===== src/rtl/fb_ctrl_pkg.sv =====
// Shared types and constants for the text framestore scroll/clear engine.
// Holds the engine FSM encoding, command op codes and the debug view of the FSM.
package fb_ctrl_pkg;

  typedef enum logic [2:0] {
    IDLE,
    RD,
    WAIT,
    WR,
    FILL,
    DONE
  } fsm_state_t;

  typedef struct packed {
    fsm_state_t  state;
    logic        op;
    logic [15:0] idx;
  } dbg_t;

  localparam logic OP_SCROLL = 1'b0;
  localparam logic OP_CLEAR  = 1'b1;

  localparam logic [19:0] DEF_BASE_ADDR = 20'h80000;

  // Byte address of a 64-bit word; wraps modulo 2^20 like the bus itself.
  function automatic logic [19:0] word_addr(input logic [19:0] base, input logic [19:0] word);
    return base + (word << 3);
  endfunction

endpackage


===== src/rtl/fb_port_arb.sv =====
// Single framestore port shared by CPU and engine; the CPU always wins.
// A read-ownership tag pipe steers returning read data to the CPU or the engine.
module fb_port_arb #(
  parameter int RD_LAT = 1
) (
  input  logic        clk_i,
  input  logic        rst_i,
  input  logic        cpu_en,
  input  logic [7:0]  cpu_we,
  input  logic [19:0] cpu_addr,
  input  logic [63:0] cpu_wrdata,
  output logic [63:0] cpu_rddata,
  input  logic        eng_en,
  input  logic [7:0]  eng_we,
  input  logic [19:0] eng_addr,
  input  logic [63:0] eng_wrdata,
  output logic        o_eng_grant,
  output logic        o_eng_rd_ret,
  output logic        hid_en,
  output logic [7:0]  hid_we,
  output logic [19:0] hid_addr,
  output logic [63:0] hid_wrdata,
  input  logic [63:0] hid_rddata
);

  logic [RD_LAT-1:0] r_tag_v;
  logic [RD_LAT-1:0] r_tag_cpu;
  logic [63:0]       r_cpu_hold;
  logic              w_rd_issue;
  logic              w_cpu_ret;

  assign o_eng_grant = ~cpu_en;
  assign hid_en      = cpu_en ? 1'b1       : eng_en;
  assign hid_we      = cpu_en ? cpu_we     : eng_we;
  assign hid_addr    = cpu_en ? cpu_addr   : eng_addr;
  assign hid_wrdata  = cpu_en ? cpu_wrdata : eng_wrdata;

  assign w_rd_issue = hid_en && (hid_we == 8'h00);

  always_ff @(posedge clk_i or posedge rst_i) begin
    if (rst_i) begin
      r_tag_v    <= '0;
      r_tag_cpu  <= '0;
      r_cpu_hold <= '0;
    end else begin
      r_tag_v[0]   <= w_rd_issue;
      r_tag_cpu[0] <= cpu_en;
      for (int i = 1; i < RD_LAT; i++) begin
        r_tag_v[i]   <= r_tag_v[i-1];
        r_tag_cpu[i] <= r_tag_cpu[i-1];
      end
      if (w_cpu_ret) r_cpu_hold <= hid_rddata;
    end
  end

  assign w_cpu_ret    = r_tag_v[RD_LAT-1] & r_tag_cpu[RD_LAT-1];
  assign o_eng_rd_ret = r_tag_v[RD_LAT-1] & ~r_tag_cpu[RD_LAT-1];

  // Show CPU data in its return cycle, then hold it across engine reads.
  assign cpu_rddata = w_cpu_ret ? hid_rddata : r_cpu_hold;

endmodule


===== src/rtl/fb_text_scroll_ctrl.sv =====
// Scroll-up / clear engine for the text framestore.
// Scroll copies each word one row up (read, wait, write), then fills the last row.
module fb_text_scroll_ctrl
  import fb_ctrl_pkg::*;
#(
  parameter logic [19:0] BASE_ADDR = DEF_BASE_ADDR,
  parameter int          ROW_WORDS = 32,
  parameter int          NUM_ROWS  = 48,
  parameter int          RD_LAT    = 1
) (
  input  logic        clk_i,
  input  logic        rst_i,
  input  logic        cmd_valid,
  output logic        cmd_ready,
  input  logic        cmd_op,
  input  logic [63:0] fill_data,
  output logic        busy,
  output logic        done,
  input  logic        cpu_en,
  input  logic [7:0]  cpu_we,
  input  logic [19:0] cpu_addr,
  input  logic [63:0] cpu_wrdata,
  output logic [63:0] cpu_rddata,
  output logic        hid_en,
  output logic [7:0]  hid_we,
  output logic [19:0] hid_addr,
  output logic [63:0] hid_wrdata,
  input  logic [63:0] hid_rddata,
  output dbg_t        o_dbg
);

  localparam int TOTAL = NUM_ROWS * ROW_WORDS;
  localparam int IDX_W = $clog2(TOTAL) + 1;
  localparam logic [IDX_W-1:0] LAST_COPY = IDX_W'((NUM_ROWS - 1) * ROW_WORDS - 1);
  localparam logic [IDX_W-1:0] LAST_ALL  = IDX_W'(TOTAL - 1);

  fsm_state_t       r_state;
  fsm_state_t       w_state_nxt;
  logic             r_op;
  logic [63:0]      r_fill;
  logic [63:0]      r_copy_buf;
  logic [IDX_W-1:0] r_idx;
  logic [IDX_W-1:0] w_idx_nxt;
  logic             w_accept;
  logic             w_copy_ld;
  logic             w_eng_en;
  logic [7:0]       w_eng_we;
  logic [19:0]      w_eng_addr;
  logic [63:0]      w_eng_wrdata;
  logic             w_eng_grant;
  logic             w_eng_rd_ret;
  logic [19:0]      w_rd_addr;
  logic [19:0]      w_wr_addr;

  // cmd_valid/cmd_ready: a command is taken in any cycle both are high; cmd_ready is
  // high only in IDLE/DONE, so requests while busy are dropped, never queued.
  assign cmd_ready = (r_state == IDLE) || (r_state == DONE);
  assign busy      = ~cmd_ready;
  assign done      = (r_state == DONE);
  assign w_accept  = cmd_valid && cmd_ready;

  assign w_wr_addr = word_addr(BASE_ADDR, 20'(r_idx));
  assign w_rd_addr = word_addr(BASE_ADDR, 20'(r_idx) + 20'(ROW_WORDS));

  always_ff @(posedge clk_i or posedge rst_i) begin
    if (rst_i) begin
      r_state    <= IDLE;
      r_idx      <= '0;
      r_op       <= OP_SCROLL;
      r_fill     <= '0;
      r_copy_buf <= '0;
    end else begin
      r_state <= w_state_nxt;
      r_idx   <= w_idx_nxt;
      if (w_accept) begin
        r_op   <= cmd_op;
        r_fill <= fill_data;
      end
      if (w_copy_ld) r_copy_buf <= hid_rddata;
    end
  end

  always_comb begin
    w_state_nxt  = r_state;
    w_idx_nxt    = r_idx;
    w_copy_ld    = 1'b0;
    w_eng_en     = 1'b0;
    w_eng_we     = 8'h00;
    w_eng_addr   = '0;
    w_eng_wrdata = '0;
    case (r_state)
      IDLE, DONE: begin
        if (w_accept) begin
          w_idx_nxt   = '0;
          w_state_nxt = (cmd_op == OP_CLEAR) ? FILL : RD;
        end else if (r_state == DONE) begin
          w_state_nxt = IDLE;
        end
      end
      RD: begin
        w_eng_en   = 1'b1;
        w_eng_addr = w_rd_addr;
        if (w_eng_grant) w_state_nxt = WAIT;
      end
      // No port use here, so CPU traffic cannot make the engine miss its return.
      WAIT: begin
        if (w_eng_rd_ret) begin
          w_copy_ld   = 1'b1;
          w_state_nxt = WR;
        end
      end
      WR: begin
        w_eng_en     = 1'b1;
        w_eng_we     = 8'hFF;
        w_eng_addr   = w_wr_addr;
        w_eng_wrdata = r_copy_buf;
        if (w_eng_grant) begin
          w_idx_nxt   = r_idx + 1'b1;
          w_state_nxt = (r_idx == LAST_COPY) ? FILL : RD;
        end
      end
      FILL: begin
        w_eng_en     = 1'b1;
        w_eng_we     = 8'hFF;
        w_eng_addr   = w_wr_addr;
        w_eng_wrdata = r_fill;
        if (w_eng_grant) begin
          w_idx_nxt = r_idx + 1'b1;
          if (r_idx == LAST_ALL) w_state_nxt = DONE;
        end
      end
      default: w_state_nxt = IDLE;
    endcase
  end

  assign o_dbg = '{state: r_state, op: r_op, idx: 16'(r_idx)};

  fb_port_arb #(
    .RD_LAT(RD_LAT)
  ) u_arb (
    .clk_i       (clk_i),
    .rst_i       (rst_i),
    .cpu_en      (cpu_en),
    .cpu_we      (cpu_we),
    .cpu_addr    (cpu_addr),
    .cpu_wrdata  (cpu_wrdata),
    .cpu_rddata  (cpu_rddata),
    .eng_en      (w_eng_en),
    .eng_we      (w_eng_we),
    .eng_addr    (w_eng_addr),
    .eng_wrdata  (w_eng_wrdata),
    .o_eng_grant (w_eng_grant),
    .o_eng_rd_ret(w_eng_rd_ret),
    .hid_en      (hid_en),
    .hid_we      (hid_we),
    .hid_addr    (hid_addr),
    .hid_wrdata  (hid_wrdata),
    .hid_rddata  (hid_rddata)
  );

endmodule


===== config.mk =====
export PLATFORM = sky130hd
export DESIGN_NAME = fb_text_scroll_ctrl
export DESIGN_NICKNAME = d
export VERILOG_FILES = /design/src/rtl/fb_ctrl_pkg.sv /design/src/rtl/fb_port_arb.sv /design/src/rtl/fb_text_scroll_ctrl.sv
export SDC_FILE = /design/constraint.sdc
export NUM_CORES = 1
export LEC_CHECK = 0
export BUFFER_PORTS_ARGS = -buffer_cell sky130_fd_sc_hd__buf_2
export CORE_MARGIN = 10
export CORE_UTILIZATION = 40
export DETAILED_ROUTE_END_ITERATION = 8
export PLACE_DENSITY = 0.71
export SYNTH_ARGS = -nofsm -noshare
export SYNTH_HDL_FRONTEND = slang
export SYNTH_SLANG_ARGS = --single-unit
export TNS_END_PERCENT = 100

===== constraint.sdc =====
create_clock -name clk_i -period 7.1 [get_ports clk_i]
set_clock_uncertainty 0.1 [all_clocks]
set_input_delay 1.42 -clock clk_i [delete_from_list [all_inputs] [get_ports clk_i]]
set_output_delay 1.42 -clock clk_i [all_outputs]
set_load 0.1 [all_outputs]

==> results of run 1 <==
synth_stat cells (all sizes together) (2+ instances only):
library cell and n:
a21oi 10, a221o 4, a22o 10, a22oi 69, a2bb2oi 3, a31oi 3
and2 11, and3 4, and3b 3, and4 2, buf 45, clkbuf 25
dfrtp 210, ha 2, inv 14, mux2 193, mux2i 5, nand2 79
nand2b 2, nand3 13, nand4 3, nor2 13, nor2b 4, nor3 4
nor3b 3, o211ai 3, o21ai 75, o21bai 2, o22ai 2, or3 2
worst max-delay path, delay by kind of cell, from the launching register on:
family          cells  cell delay, ps
buf+inv             2             990
simple gates        1             890
flops               1             750
compound gates      2             390
power groups by stage:
stage	sequential (mW)	combinational, mW	clock [mW]
2_1_floorplan	2.05	3.53	0
3_3_place_gp	2.05	4.08	0
3_5_place_dp	2.08	4.12	0
4_1_cts	2.06	4.13	1.29
5_1_grt	2.13	4.27	1.34
6_report	2.07	4.10	1.26
worst paths after layout:
path,slack [ps],start,to
max,2050,r_state[1]$_DFFE_PP0P_,hid_wrdata[52]
min reg2reg,390,u_arb.r_cpu_hold[58]$_DFF_PP0_,u_arb.r_cpu_hold[58]$_DFF_PP0_
max reg2reg,4060,r_state[0]$_DFFE_PP0P_,r_op$_DFFE_PP0P_
min in group asynchronous,930,rst_i,u_arb.r_cpu_hold[46]$_DFF_PP0_
max in group asynchronous,4700,rst_i,u_arb.r_cpu_hold[14]$_DFF_PP0_
min,390,u_arb.r_cpu_hold[58]$_DFF_PP0_,u_arb.r_cpu_hold[58]$_DFF_PP0_
cell usage in the layout (no fill, tap or decap), drive strengths merged, types with 4 or more instances in the layout:
cell / count
nand3: 13
nor2b: 4
dfrtp: 210
nor3: 4
inv: 13
clkinv: 5
a22oi: 69
mux2i: 5
buf: 407
a221o: 4
nand2: 79
and3: 4
nor2: 13
mux2: 193
a22o: 10
conb: 4
clkbuf: 33
o21ai: 75
a21oi: 10
and2: 11
cell families (layout without fill, tap and decap cells):
family / count (synthesis) / after routing / share of synthesized area [%]
buffers and inverters: 84 / 463 / 5.06
other: 1 / 4 / 0.0367
muxes: 198 / 198 / 23.6
and+or+nand+nor: 147 / 147 / 7.14
adders and majority gates: 2 / 2 / 0.245
DFF: 210 / 210 / 51.5
AOI/OAI and AO/OA: 190 / 190 / 12.4
xor gates and xnor gates: 1 / 1 / 0.0858
per-layer routing:
layer,routed length [um],GRT usage [%]
met1,12800,22.2
met2,15400,31.2
met3,2380,5.16
met4,541,3.94
met5,0,0
state kept, by name (all words and copies together) (netlist names):
register and cells:
r_copy_buf 64, u_arb.r_tag_v 1, u_arb.r_cpu_hold 64, r_state 3, r_fill 64, u_arb.r_tag_cpu 1
r_idx 12, r_op 1
cell type report:
class                      instances  area, um^2  share of cell area (%)
sequential                       210        5260                    40.2
clock inverter                     9         134                    1.02
clock buffer                      33         674                    5.15
tap                              330         413                    3.16
multi-input combinational        542        4470                    34.2
timing repair buffer             407        2080                    15.9
inverter                          14        56.3                   0.430
stage by stage:
stage                     power [mW]  cell area (um^2)  utilization [%]  setup WS, ps  cells
after floorplan                 5.59             10200                -          1000    836
after global placement          6.13             12300             48.8          2430   1503
after detailed placement        6.20             12300             48.8          2390   1503
after CTS                       7.49             13100             52.0          1960   1545
after global routing            7.75             13100             52.0          1850   1545
final                           7.43             13100             52.0          2050   1545
==> results.json, run 1 <==
{
  "synth-seq-cells": 210,
  "pin_count": 405,
  "finalSetupViolations": 0,
  "min_path_type": "flop to flop",
  "place_congestion": 0.814,
  "grt.overflow.total": 0,
  "internal_power_mw": 3.55,
  "grt_max_degree": 117,
  "wl_um": 31100,
  "die_x_um": 180,
  "cts_num_sinks": 210,
  "rsz0062_at_grt": "false",
  "nFillCells": 2257,
  "antenna_found_initial": 0,
  "yosys-top-cells-area": "dfrtp_1 (51%), mux2_2 (16%), mux2_4 (7.4%)",
  "post-route-period-util_pct": 71.1,
  "io_buffer_count": 400,
  "drc_errors": 0,
  "drv_cap": 0,
  "cts_buffers": 24,
  "timing.hold.ws_ps": 390,
  "crit_path_start_kind": "flop",
  "pwr-share-comb_pct": 55.2,
  "drive_gt1_share_pct": 53.5,
  "syn_inst": 833,
  "syn-cell-area_um2": 10200,
  "dieArea_um2": 32300,
  "dr.pass1.iters": 5,
  "hpwl_um": 22500,
  "ys_seq_area_share_pct": 51.5,
  "routedWlPerCell_um": 20.1,
  "synth_top_area_cell": "dfrtp_1",
  "ant_nets": 0,
  "syn2layout_area_growth_pct": 28.2,
  "pwr-share-seq_pct": 27.9,
  "async_reset_ff_share_pct": 100,
  "post_cts_resized": 0,
  "grt_pass1_wl_um": 48800,
  "clkTransAtPathRegs_ps": 60,
  "hold_violations": 0,
  "crit_arrival_ps": 3530,
  "status": "finished, final reports clean",
  "final.min_clock_period_ps": 5050,
  "p_leak_nw": 6.30,
  "track_usage_pct": 18.2,
  "worstPathRequired_ps": 5580,
  "power_density_nw_per_um2": 568,
  "synth_edf_count": 0,
  "timing.setup.tns_ps": 0,
  "clock_power_share_pct": 17.0,
  "ys_types": 57,
  "drt-vias-per-instance": 5.21,
  "holdBufCountCts": 0,
  "crit_type": "flop to output pin",
  "core_area_um2": 25200,
  "crit_slowest_cell": "and3b_2",
  "max_stage_delay_ps": 890,
  "slew_headroom_pct": 27.3,
  "htreeDepth": 1,
  "num_vias": 8042,
  "path_max_fanout": 38,
  "peakVddDrop_uv": 443,
  "end_kind": "output pin",
  "whs_path_depth": 1,
  "cts_root_buf": "clkbuf_16",
  "clk_path_buf_depth": 3,
  "synth_ff_type": "dfrtp_1",
  "clk-insertion-delay-late_ps": 500,
  "grt_pass1_vias": 8634,
  "fmax_mhz": 198,
  "p_sw_share_pct": 52.2,
  "cp_cell_sequence": "and3b_2 -> buf_4 -> a22oi_1 -> o21ai_0 -> buf_2",
  "die_h_um": 180,
  "switchingPower_mw": 3.88,
  "cts_tree": "built",
  "first_iter_violations": 538,
  "reg2regPathDepth": 5,
  "synth_top_cell_area_share_pct": 51.5,
  "tightestPinTransition_ps": 1090,
  "syn_area_per_cell_um2": 12.3,
  "start_util_pct": 40.5,
  "yosysWarnings": 0,
  "rows": 58,
  "cts_setup_buffers": 0,
  "nNetsFinal": 1426,
  "antenna_cells": 0,
  "maxSlewViolCount": 0
}
Note: power is estimated with default switching activity, not from simulation.
==> run 2, diff against run 1 <==
--- a/config.mk
+++ b/config.mk
@@ -5,11 +5,12 @@
 export SDC_FILE = /design/constraint.sdc
 export NUM_CORES = 1
 export LEC_CHECK = 0
+export ABC_AREA = 1
 export BUFFER_PORTS_ARGS = -buffer_cell sky130_fd_sc_hd__buf_2
 export CORE_MARGIN = 10
 export CORE_UTILIZATION = 40
 export DETAILED_ROUTE_END_ITERATION = 8
-export PLACE_DENSITY = 0.71
+export PLACE_DENSITY = 0.68
 export SYNTH_ARGS = -nofsm -noshare
 export SYNTH_HDL_FRONTEND = slang
 export SYNTH_SLANG_ARGS = --single-unit
==> constraint.sdc (replaced) <==
create_clock -name clk_i -period 5.1 [get_ports clk_i]
set_clock_uncertainty 0.1 [all_clocks]
set_input_delay 1.02 -clock clk_i [delete_from_list [all_inputs] [get_ports clk_i]]
set_output_delay 1.02 -clock clk_i [all_outputs]
set_load 0.1 [all_outputs]
==> run 2 against run 1 <==
Net effect: area after synthesis fell by 1.2%; via count rose by 24%; sequential power rose by 30%; setup slack got worse by 1200 ps; cell area fell by 0.56%; worst hold slack got worse by 20 ps; critical path type unchanged; critical endpoint is now hid_wrdata[18].
==> results.json, run 2 <==
{
  "cts_num_sinks": 210,
  "cts_buffers": 23,
  "ys_types": 28,
  "routedWlPerCell_um": 18.0,
  "status": "finished, final reports clean",
  "synth_top_cell_area_share_pct": 52.1,
  "clk-insertion-delay-late_ps": 510,
  "syn_area_per_cell_um2": 7.67,
  "clk_path_buf_depth": 3,
  "ant_nets": 0,
  "drive_gt1_share_pct": 27.8,
  "grt_pass1_wl_um": 55400,
  "maxSlewViolCount": 0,
  "min_path_type": "flop to flop",
  "post-route-period-util_pct": 84.2,
  "hpwl_um": 27400,
  "end_kind": "output pin",
  "synth_edf_count": 0,
  "top_regs": "r_copy_buf: 64 flops, r_fill: 64 flops, u_arb.r_cpu_hold: 64 flops",
  "tightestPinTransition_ps": 732,
  "die_h_um": 179,
  "p_leak_nw": 7.10,
  "yosys-top-cells-area": "dfrtp_1 (52%), nand2_1 (18%), o21ai_0 (6.9%)",
  "most-common-layout-cells": "nand2_1 (484), buf_2 (400), dfrtp_1 (210)",
  "power_density_nw_per_um2": 743,
  "worstPathRequired_ps": 3980,
  "cts_root_buf": "clkbuf_16",
  "final.min_clock_period_ps": 4290,
  "place_congestion": 0.887,
  "htreeDepth": 1,
  "drc_errors": 0,
  "syn2layout_area_growth_pct": 29.0,
  "yosysWarnings": 0,
  "path_max_fanout": 36,
  "first_iter_violations": 750,
  "synth_common_cells": "nand2_1 (487), dfrtp_1 (210), o21ai_0 (140)",
  "synth.most_common_cell": "nand2_1",
  "die_x_um": 179,
  "crit_type": "flop to output pin",
  "synth-seq-cells": 210,
  "drt-vias-per-instance": 4.94,
  "fmax_mhz": 233,
  "timing.setup.tns_ps": 0,
  "slew_headroom_pct": 51.2,
  "nNetsFinal": 1896,
  "syn_inst": 1315,
  "fin_total_pwr_mw": 9.67,
  "core_area_um2": 25000,
  "clkTransAtPathRegs_ps": 60,
  "finalSetupViolations": 0,
  "synth_top_area_cell": "dfrtp_1",
  "grt.overflow.total": 0,
  "wl_um": 36400,
  "syn-cell-area_um2": 10100,
  "post_cts_resized": 0,
  "pin_count": 405,
  "grt_pass1_vias": 10110,
  "fin_ws_ps": 806,
  "track_usage_pct": 21.7,
  "rsz0062_at_grt": "false",
  "crit_arrival_ps": 3170,
  "antenna_found_initial": 9,
  "cts_tree": "built",
  "synth_ff_type": "dfrtp_1",
  "cts_setup_buffers": 0,
  "async_reset_ff_share_pct": 100,
  "dp_slack_ps": 1360,
  "timing.hold.ws_ps": 370,
  "num_vias": 9979,
  "dieArea_um2": 32000,
  "start_util_pct": 40.4,
  "nFillCells": 2486,
  "rows": 58,
  "drv_cap": 0,
  "dr.pass1.iters": 7,
  "hold_violations": 0,
  "final_common_cell": "nand2_1",
  "ys_seq_area_share_pct": 52.1,
  "io_buffer_count": 400,
  "grt_max_degree": 114,
  "peakVddDrop_uv": 600,
  "crit_path_start_kind": "flop",
  "holdBufCountCts": 0
}
## run 2: per-layer routing
metal	GRT usage (%)	wire length [um]	up-vias
met2	37.3	17600	404
li1	-	-	4925
met1	25.8	14500	4574
met5	0	35	-
met4	6.06	851	6
met3	6.36	3400	70
## run 2: stage by stage
step,std cells,instance area [um^2],utilization [%]
finish,2020,13000,52.1
global route,2015,13000,52.1
CTS,2014,13000,52.1
detailed placement,1974,12300,49.1
global placement,1974,12300,49.1
floorplan,1318,10100,-
## run 2: report_power, final
| group | switching [mW] | internal, mW | total [mW] | leakage [nW] |
|---|---|---|---|---|
| combinational | 4.53 | 0.824 | 5.35 | 4.30 |
| sequential | 0.345 | 2.35 | 2.70 | 2.44 |
| clock | 0.666 | 0.953 | 1.62 | 0.364 |
## run 2: worst paths after layout
| kind | startpoint | endpoint | slack [ps] | cells past startpoint |
|---|---|---|---|---|
| max | r_state[0]$_DFFE_PP0P_ | hid_wrdata[18] | 810 | 7 |
| max in group asynchronous | rst_i | u_arb.r_cpu_hold[41]$_DFF_PP0_ | 3360 | 3 |
| max reg2reg | r_state[0]$_DFFE_PP0P_ | r_state[2]$_DFFE_PP0P_ | 2570 | 9 |
| min reg2reg | r_fill[11]$_DFFE_PP0P_ | r_fill[11]$_DFFE_PP0P_ | 370 | 2 |
| min in group asynchronous | rst_i | u_arb.r_cpu_hold[3]$_DFF_PP0_ | 500 | 2 |
| min | r_fill[11]$_DFFE_PP0P_ | r_fill[11]$_DFFE_PP0P_ | 370 | 2 |
## run 2: cell type report
type,instances,area (um^2),share of cell area [%]
clock buffer,33,663,5.10
tap,330,413,3.17
clock inverter,7,67.6,0.519
timing repair buffer,414,2160,16.6
antenna,6,15.0,0.115
sequential,210,5260,40.4
inverter,102,389,2.99
multi-input combinational,918,4050,31.1
## run 2: worst max-delay path, cell delays in order (launching register included)
cell     delay, ps
dfrtp_1        490
nor2_2         200
nand2_1        180
inv_2          540
buf_4          450
nand2_1         90
a31oi_1        210
buf_2          470
## run 2: cell families after synthesis
family,after synthesis,synth area share (%)
fa+ha+maj,2,0.248
buf+inv,190,7.99
flops,210,52.1
other cells,1,0.0372
compound gates,221,12.0
simple gates,689,27.4
xor+xnor,2,0.174
==> run 3, diff against run 2 <==
--- a/config.mk
+++ b/config.mk
@@ -10,7 +10,7 @@
 export CORE_MARGIN = 10
 export CORE_UTILIZATION = 40
 export DETAILED_ROUTE_END_ITERATION = 8
-export PLACE_DENSITY = 0.68
+export PLACE_DENSITY = 0.71
 export SYNTH_ARGS = -nofsm -noshare
 export SYNTH_HDL_FRONTEND = slang
 export SYNTH_SLANG_ARGS = --single-unit
==> constraint.sdc (replaced) <==
create_clock -name clk_i -period 3.7 [get_ports clk_i]
set_clock_uncertainty 0.1 [all_clocks]
set_input_delay 0.74 -clock clk_i [delete_from_list [all_inputs] [get_ports clk_i]]
set_output_delay 0.74 -clock clk_i [all_outputs]
set_load 0.1 [all_outputs]
==> run 3 against run 2 <==
Net effect: routed wire length decreased by 0.30%; critical path depth unchanged; largest power group unchanged; die area unchanged; cell area increased by 14%; worst hold slack got worse by 89 ps; cell count increased by 0.40%; count of clock-buffer cells in the layout decreased by 3; first-iteration DRC count decreased by 3.2%; power increased by 48%; sequential share of layout area decreased by 4.8 points; via count increased by 2.8%.
==> results.json, run 3 (synthesized netlist as in run 2, its figures left out) <==
{
  "finalSetupViolations": 0,
  "first_iter_violations": 726,
  "die_x_um": 179,
  "wl_um": 36300,
  "grt.overflow.total": 0,
  "final_common_cell": "nand2_1",
  "drive_gt1_share_pct": 32.5,
  "path_max_fanout": 31,
  "drt-vias-per-instance": 5.06,
  "crit_type": "flop to output pin",
  "startpoint": "r_state[0]$_DFFE_PP0P_",
  "fin_ws_ps": 167,
  "nNetsFinal": 1902,
  "most-common-layout-cells": "nand2_1 (483), buf_2 (357), dfrtp_1 (207)",
  "grt_pass1_vias": 10324,
  "top_regs": "r_copy_buf: 64 flops, r_fill: 64 flops, u_arb.r_cpu_hold: 64 flops",
  "maxSlewViolCount": 0,
  "die_h_um": 179,
  "ant_nets": 0,
  "cts_root_buf": "clkbuf_16",
  "peakVddDrop_uv": 831,
  "hold_violations": 0,
  "tightestPinTransition_ps": 1020,
  "dieArea_um2": 32000,
  "drv_cap": 0,
  "drc_errors": 0,
  "rows": 58,
  "start_util_pct": 40.4,
  "slew_headroom_pct": 32.1,
  "rsz0062_at_grt": "false",
  "num_vias": 10259,
  "post-route-period-util_pct": 95.5,
  "fmax_mhz": 283,
  "nFillCells": 2214,
  "pwr-share-seq_pct": 25.9,
  "hpwl_um": 27300,
  "clkTransAtPathRegs_ps": 60,
  "crit_path_start_kind": "flop",
  "cts_tree": "built",
  "grt_pass1_wl_um": 56200,
  "routedWlPerCell_um": 17.9,
  "crit_arrival_ps": 2690,
  "switchingPower_mw": 7.92,
  "dp_cells": 1979,
  "worstPathRequired_ps": 2860,
  "pin_count": 405,
  "p_leak_nw": 7.49,
  "track_usage_pct": 21.8,
  "utilization_pct": 59.2,
  "reg2regPathDepth": 7,
  "dr.pass1.iters": 5,
  "place_congestion": 0.891,
  "r2r_slack_ps": 860,
  "io_buffer_count": 400,
  "final.min_clock_period_ps": 3530,
  "fin_total_pwr_mw": 14.3,
  "power_density_nw_per_um2": 965,
  "status": "finished, final reports clean",
  "pwr-share-comb_pct": 56.3,
  "end_kind": "output pin",
  "internal_power_mw": 6.35,
  "grt_max_degree": 68,
  "clk-insertion-delay-late_ps": 510,
  "p_sw_share_pct": 55.5,
  "cts_num_sinks": 210,
  "layout.cells.non_filler": 2028,
  "min_path_type": "input port to async pin",
  "r2r_start": "r_state[1]$_DFFE_PP0P_",
  "htreeDepth": 1,
  "syn2layout_area_growth_pct": 46.7,
  "clock_power_share_pct": 17.7,
  "reg2reg_to": "r_idx[3]$_DFFE_PP0P_",
  "cts_buffers": 24,
  "clk_path_buf_depth": 3,
  "antenna_found_initial": 5,
  "timing.setup.tns_ps": 0,
  "dp_slack_ps": 608,
  "core_area_um2": 25000,
  "critPathCapture": "hid_wrdata[40]"
}
-- run 3: worst min path at each step --
stage	startpoint	to	slack, ps	cells after the start
floorplan	r_fill[0]$_DFFE_PP0P_	r_fill[0]$_DFFE_PP0P_	340	2
global placement	r_fill[19]$_DFFE_PP0P_	r_fill[19]$_DFFE_PP0P_	350	2
detailed placement	r_fill[40]$_DFFE_PP0P_	r_fill[40]$_DFFE_PP0P_	360	2
CTS	rst_i	u_arb.r_cpu_hold[6]$_DFF_PP0_	300	2
global route	rst_i	u_arb.r_cpu_hold[6]$_DFF_PP0_	320	2
finish	rst_i	u_arb.r_cpu_hold[6]$_DFF_PP0_	280	2
-- run 3: stage by stage --
step	instance area, um^2	hold WS [ps]
2_1_floorplan	11100	342
3_3_place_gp	13900	353
3_5_place_dp	13900	359
4_1_cts	14800	296
5_1_grt	14800	325
6_report	14800	281
-- run 3: final cells by class --
| class | instances | area, um^2 | share of cell area (%) |
|---|---|---|---|
| Antenna cell | 5 | 12.5 | 0.0846 |
| Clock buffer | 30 | 653 | 4.42 |
| Sequential cell | 210 | 5260 | 35.6 |
| Timing Repair Buffer | 419 | 2840 | 19.2 |
| Inverter | 102 | 394 | 2.66 |
| Clock inverter | 14 | 195 | 1.32 |
| Multi-Input combinational cell | 918 | 5020 | 34.0 |
| Tap cell | 330 | 413 | 2.79 |
-- run 3: power by group through the flow --
stage | clock network [mW] | registers, mW | logic [mW]
after floorplan | 0 | 3.79 | 6.36
after global placement | 0 | 3.69 | 8.01
after detailed placement | 0 | 3.73 | 8.09
after CTS | 2.57 | 3.70 | 8.10
after global routing | 2.68 | 3.81 | 8.49
final | 2.53 | 3.70 | 8.04
-- run 3: per-layer routing --
layer | global-route usage, % | vias to the layer above | routed length [um]
met1 | 26.8 | 4849 | 14300
met2 | 37.1 | 394 | 18000
met5 | 0 | - | 12
li1 | - | 4951 | -
met3 | 4.70 | 63 | 2840
met4 | 7.48 | 2 | 1120
-- run 3: what timing repair did --
item	CTS	global route
buffers inserted	0	0
resized for setup	0	2
hold buffers	0	0
endpoints found under the setup margin	0	2
-- run 3: worst max-delay path, cell delays in order, from the launching register on --
cell	delay (ps)
dfrtp_2	490
nor2_4	160
nand2_4	100
inv_2	390
buf_4	440
nand2_1	190
a31oi_4	200
buf_12	200
